[src/rtl/fetch_branch_sequencer.sv]
// SAP-2 fetch/branch sequencer: byte-serial opcode/operand fetch, local jump resolution, exec handshake.
// Build option CARRY_BRANCH_EN: JC/JNC are resolved here instead of being handed to the control unit.
package arch_defs_pkg;
  localparam logic [7:0] OP_HLT = 8'h76;
  localparam logic [7:0] OP_JMP = 8'hC3;
  localparam logic [7:0] OP_JZ  = 8'hCA;
  localparam logic [7:0] OP_JNZ = 8'hC2;
  localparam logic [7:0] OP_JN  = 8'hFA;
  localparam logic [7:0] OP_JC  = 8'hDA;
  localparam logic [7:0] OP_JNC = 8'hD2;
endpackage

module fetch_branch_sequencer
  import arch_defs_pkg::*;
#(
  parameter logic [15:0] RESET_VECTOR = 16'hF000
) (
  input  logic        clk,
  input  logic        reset,
  output logic [15:0] mem_addr_o,
  output logic        mem_rd_o,
  input  logic [7:0]  mem_data_i,
  input  logic [1:0]  operand_count_i,
  input  logic        flag_zero_i,
  input  logic        flag_negative_i,
  input  logic        flag_carry_i,
  input  logic        exec_done_i,
  output logic [15:0] pc_o,
  output logic [7:0]  opcode_o,
  output logic [7:0]  temp_1_o,
  output logic [7:0]  temp_2_o,
  output logic        exec_o,
  output logic        branch_taken_o,
  output logic        halt_o
);

  typedef enum logic [3:0] {
    F_ADDR, F_WAIT, F_LATCH, DECODE,
    O1_ADDR, O1_WAIT, O1_LATCH,
    O2_ADDR, O2_WAIT, O2_LATCH,
    EXEC, EXEC_WAIT, HALTED
  } state_t;

  state_t state, state_next;
  logic   two_ops;
  logic   is_flow;
  logic   take;

  assign mem_addr_o = pc_o;

  // NOTE: every clocked register uses non-blocking assignment so all flops update from pre-edge values.
  always_ff @(posedge clk) begin
    if (reset) state <= F_ADDR;
    else       state <= state_next;
  end

  // NOTE: each combinational output gets a default first so no path can infer a latch.
  always_comb begin
    is_flow = 1'b0;
    take    = 1'b0;
    case (opcode_o)
      OP_JMP: begin is_flow = 1'b1; take = 1'b1;             end
      OP_JZ:  begin is_flow = 1'b1; take = flag_zero_i;      end
      OP_JNZ: begin is_flow = 1'b1; take = !flag_zero_i;     end
      OP_JN:  begin is_flow = 1'b1; take = flag_negative_i;  end
`ifdef CARRY_BRANCH_EN
      OP_JC:  begin is_flow = 1'b1; take = flag_carry_i;     end
      OP_JNC: begin is_flow = 1'b1; take = !flag_carry_i;    end
`endif
      default: ;
    endcase
  end

`ifndef CARRY_BRANCH_EN
  logic unused_carry;
  assign unused_carry = flag_carry_i;
`endif

  always_comb begin
    state_next = state;
    case (state)
      F_ADDR:    state_next = F_WAIT;
      F_WAIT:    state_next = F_LATCH;
      F_LATCH:   state_next = DECODE;
      DECODE:    state_next = (operand_count_i == 2'd0) ? EXEC : O1_ADDR;
      O1_ADDR:   state_next = O1_WAIT;
      O1_WAIT:   state_next = O1_LATCH;
      O1_LATCH:  state_next = two_ops ? O2_ADDR : EXEC;
      O2_ADDR:   state_next = O2_WAIT;
      O2_WAIT:   state_next = O2_LATCH;
      O2_LATCH:  state_next = EXEC;
      EXEC: begin
        if (is_flow)                 state_next = F_ADDR;
        else if (opcode_o == OP_HLT) state_next = HALTED;
        else if (exec_done_i)        state_next = F_ADDR;
        else                         state_next = EXEC_WAIT;
      end
      EXEC_WAIT: if (exec_done_i) state_next = F_ADDR;
      HALTED:    state_next = HALTED;
      default:   state_next = F_ADDR;
    endcase
  end

  always_comb begin
    exec_o         = 1'b0;
    branch_taken_o = 1'b0;
    halt_o         = 1'b0;
    case (state)
      EXEC: begin
        exec_o         = !is_flow && (opcode_o != OP_HLT);
        branch_taken_o = take;
      end
      HALTED:  halt_o = 1'b1;
      default: ;
    endcase
  end

  // The read strobe is registered: it is high in each WAIT cycle, so data is valid for LATCH.
  always_ff @(posedge clk) begin
    if (reset) begin
      pc_o     <= RESET_VECTOR;
      opcode_o <= 8'h00;
      temp_1_o <= 8'h00;
      temp_2_o <= 8'h00;
      two_ops  <= 1'b0;
      mem_rd_o <= 1'b0;
    end else begin
      mem_rd_o <= (state == F_ADDR) || (state == O1_ADDR) || (state == O2_ADDR);
      case (state)
        F_LATCH: begin
          opcode_o <= mem_data_i;
          pc_o     <= pc_o + 16'd1;
        end
        DECODE:  two_ops <= operand_count_i[1];
        O1_LATCH: begin
          temp_1_o <= mem_data_i;
          pc_o     <= pc_o + 16'd1;
        end
        O2_LATCH: begin
          temp_2_o <= mem_data_i;
          pc_o     <= pc_o + 16'd1;
        end
        EXEC: if (take) pc_o <= {temp_2_o, temp_1_o};
        default: ;
      endcase
    end
  end

endmodule

[config.mk]
export PLATFORM = sky130hd
export DESIGN_NAME = fetch_branch_sequencer
export DESIGN_NICKNAME = d
export VERILOG_FILES = /design/src/rtl/fetch_branch_sequencer.sv
export SDC_FILE = /design/constraint.sdc
export NUM_CORES = 1
export LEC_CHECK = 0
export ABC_AREA = 0
export CAP_MARGIN = 40
export CELL_PAD_IN_SITES_DETAIL_PLACEMENT = 2
export CELL_PAD_IN_SITES_GLOBAL_PLACEMENT = 2
export CORE_MARGIN = 5
export CORE_UTILIZATION = 29
export CTS_BUF_LIST = sky130_fd_sc_hd__clkbuf_4
export DETAILED_ROUTE_END_ITERATION = 8
export PLACE_DENSITY = 0.95
export SYNTH_ARGS = -nofsm -noshare
export SYNTH_HDL_FRONTEND = slang
export SYNTH_SLANG_ARGS = --single-unit
[constraint.sdc]
create_clock -name clk -period 3.05 [get_ports clk]
set_input_delay 0.305 -clock clk [delete_from_list [all_inputs] [get_ports clk]]
set_output_delay 0.305 -clock clk [all_outputs]
set_load 0.005 [all_outputs]
==> impl_metrics.ini <==
[status]
status = finished clean

[floorplanning]
start_util_pct = 29.8
ios = 76
die_h_um = 102
coreArea_um2 = 8260
floorplan.rows = 33
die_area_um2 = 10400
die_w_um = 102

[clocking]
numCtsBuffers = 5
cts_setup_buffers = 0
ctsRootBufferMaster = clkbuf_4
clkSinkCount = 46
cts_tree = yes
htreeDepth = 2
path_clk_slew_ps = 150
clock_latency_ps = 380
clockBufferDepth = 2

[power]
clockPowerShare_pct = 34.3
peakVddDrop_v = 0.000233
swShare_pct = 28.3
p_int_uw = 991
leakage_uw = 0.00108
p_sw_uw = 390
pwr-share-comb_pct = 17.4
seqPwrFrac_pct = 48.3
power_density_nw_per_um2 = 421

[sta]
fmax_mhz = 361
rsz0062_at_grt = false
holdWs_ps = 503
setup-violations-final = 0
slew-limit-headroom_pct = 51.4
worstMarginPinSlew_ps = 725
fin_skew_ps = 9.84
min_period_over_period_pct = 90.8
drv_slew = 0
finalHoldViolations = 0
setup_tns_ps = 0
finalCriticalPeriod_ps = 2770

[critical_path]
crit_path_end_kind = output port
crit_chain = and4bb_4 -> nand2_1 -> a21o_4 -> clkinv_4 -> clkdlybuf4s50_1
critPathLaunchType = flip-flop
path_max_fanout = 23
path_buf_inv = 2
criticalPathCategory = flip-flop to output port
critPathRequiredTime_ps = 2740
cp.arrival_ps = 2470
critPathMaxStageDelay_ps = 600
crit_slowest_cell = and4bb_4
path_delay_family = simple AND/OR/NAND/NOR gates

[yosys]
synth_cells = 319
async_flop_share_pct = 0
syn_area_um2 = 2460
synth_edf_count = 0
synth_seq_cells = 46
seq_area_frac_synth_pct = 37.4
synth_top_cell_area_share_pct = 37.4
synth.avg_cell_area_um2 = 7.73
yosysTopAreaCell = dfxtp_1
ys.warnings.count = 0
synthFlopType = dfxtp_1
synthTopCellsByArea = dfxtp_1, nand2_1, a21oi_1, buf_4, nor2_1
synthDistinctLibCells = 54
synth_nets = 336

[layout]
fin_util_pct = 39.7
finish.net_count = 388
drive_above_1_share_pct = 5.38
syn_to_final_growth_pct = 33.0
n_antenna_cell = 0

[global_route]
grt_use_total_pct = 19.0
grt_pass1_vias = 2805
grt_pass1_wl_um = 15400
grt_max_degree = 40
grt-ovfl-total = 0
antenna_found_initial = 0

[drt]
vias = 2681
via_per_inst = 5.62
drc = 0
routed_wl_um = 9790
drt_iter0_markers = 54
ant_nets = 0
wire_per_inst_um = 20.5
dr.pass1.iters = 4

[place]
dp_hpwl_um = 6950
place.gp.congestion = 0.879
port_buffers = 74

[hold_path]
hold_path.class = flip-flop to flip-flop

[run]
cap_viol_max_count = 0
## worst paths after layout
check / from / to / slack (ps) / cells after the start
min: temp_2_o[3]$_SDFFE_PP0P_ / temp_2_o[3]$_SDFFE_PP0P_ / 500 / 2
min reg2reg: temp_2_o[3]$_SDFFE_PP0P_ / temp_2_o[3]$_SDFFE_PP0P_ / 500 / 2
max reg2reg: state[2]$_SDFFE_PP0P_ / mem_addr_o[7]$_SDFFE_PP0P_ / 590 / 5
max: state[2]$_SDFFE_PP0P_ / branch_taken_o / 280 / 5
## tightest hold or removal path, cell delays in order (launching register included)
cell and delay [ps]:
dfxtp_1 350, nand2_1 70, a21oi_1 60
## stage by stage
stage                     setup WS [ps]  instance area [µm²]  power, µW  std cells
after floorplan                    1490                 2460        795        319
final                               280                 3280       1380        477
after detailed placement            463                 3170        916        469
after global routing                161                 3280       1430        477
after CTS                           120                 3280       1380        477
after global placement              530                 3170        902        469
## flip-flops by register name (all words and copies together), names as in the netlist
register	flops
two_ops	1
temp_1_o	8
opcode_o	8
mem_rd_o	1
state	4
mem_addr_o	16
temp_2_o	8
## synthesized netlist by cell type, types with 2 or more instances
cell type,instances
a21o_1,2
a21oi_1,42
a21oi_2,2
a22oi_1,2
a31oi_1,7
a32oi_1,3
and2_1,3
and3_1,8
and4_1,2
buf_2,2
buf_4,17
clkbuf_1,13
dfxtp_1,46
inv_1,2
nand2_1,63
nand2b_1,3
nand3_1,11
nand3b_1,2
nand4_1,5
nand4bb_1,2
nor2_1,17
nor2b_1,3
nor3_1,8
nor3b_1,2
nor4_1,2
o211ai_1,6
o21a_1,2
o21ai_0,9
o311ai_0,2
o31ai_1,4
o32ai_1,4
## area by class of cell
cell class | count | area, µm²
multi-input cells | 237 | 1340
inverters | 4 | 20.0
clock inverters | 3 | 63.8
fillers | 979 | 4980
repair buffers | 77 | 763
flip-flops and latches | 46 | 922
clock buffers | 5 | 37.5
well taps | 105 | 131
## logic make-up after synthesis
family	count (synthesis)	share of synthesized area, %
adders and majority gates	1	0.508
buffers and inverters	36	8.38
muxes	1	0.406
and+or+nand+nor	140	28.6
AOI/OAI and AO/OA	95	24.7
DFF	46	37.4
## cells in the final DEF, fill, tap and decap left out, drive strengths merged, types with 4 or more instances in the layout
cell	synthesis	layout
clkdlybuf4s50	0	74
nand2	63	63
dfxtp	46	46
a21oi	44	44
nor2	18	18
nand3	11	11
o21ai	9	9
nor3	8	8
and3	8	8
a31oi	7	7
o211ai	6	6
nand4	5	5
clkbuf	13	5
o32ai	4	4
o31ai	4	4
a21o	4	4
## routing by layer
| layer | global-route usage [%] | vias up | part of all wire, % |
|---|---|---|---|
| met3 | 4.30 | 16 | 4.3 |
| met4 | 4.54 | 0 | 1.6 |
| li1 | - | 1248 | - |
| met2 | 33.9 | 64 | 51 |
| met5 | 0 | - | 0 |
| met1 | 23.0 | 1353 | 43 |
## power groups by stage
stage          clock [µW]  combinational, µW  sequential (µW)
6_report              473                240              667
4_1_cts               475                241              667
5_1_grt               501                259              674
3_5_place_dp            0                237              679
3_3_place_gp            0                227              675
2_1_floorplan           0                127              668
## repair_timing
action | in CTS | in global routing
resized for setup | 1 | 1
hold buffers | 0 | 0
endpoints found under the hold margin | 0 | 0
setup endpoints to repair | 1 | 1
(Power assumes the default switching activity.)
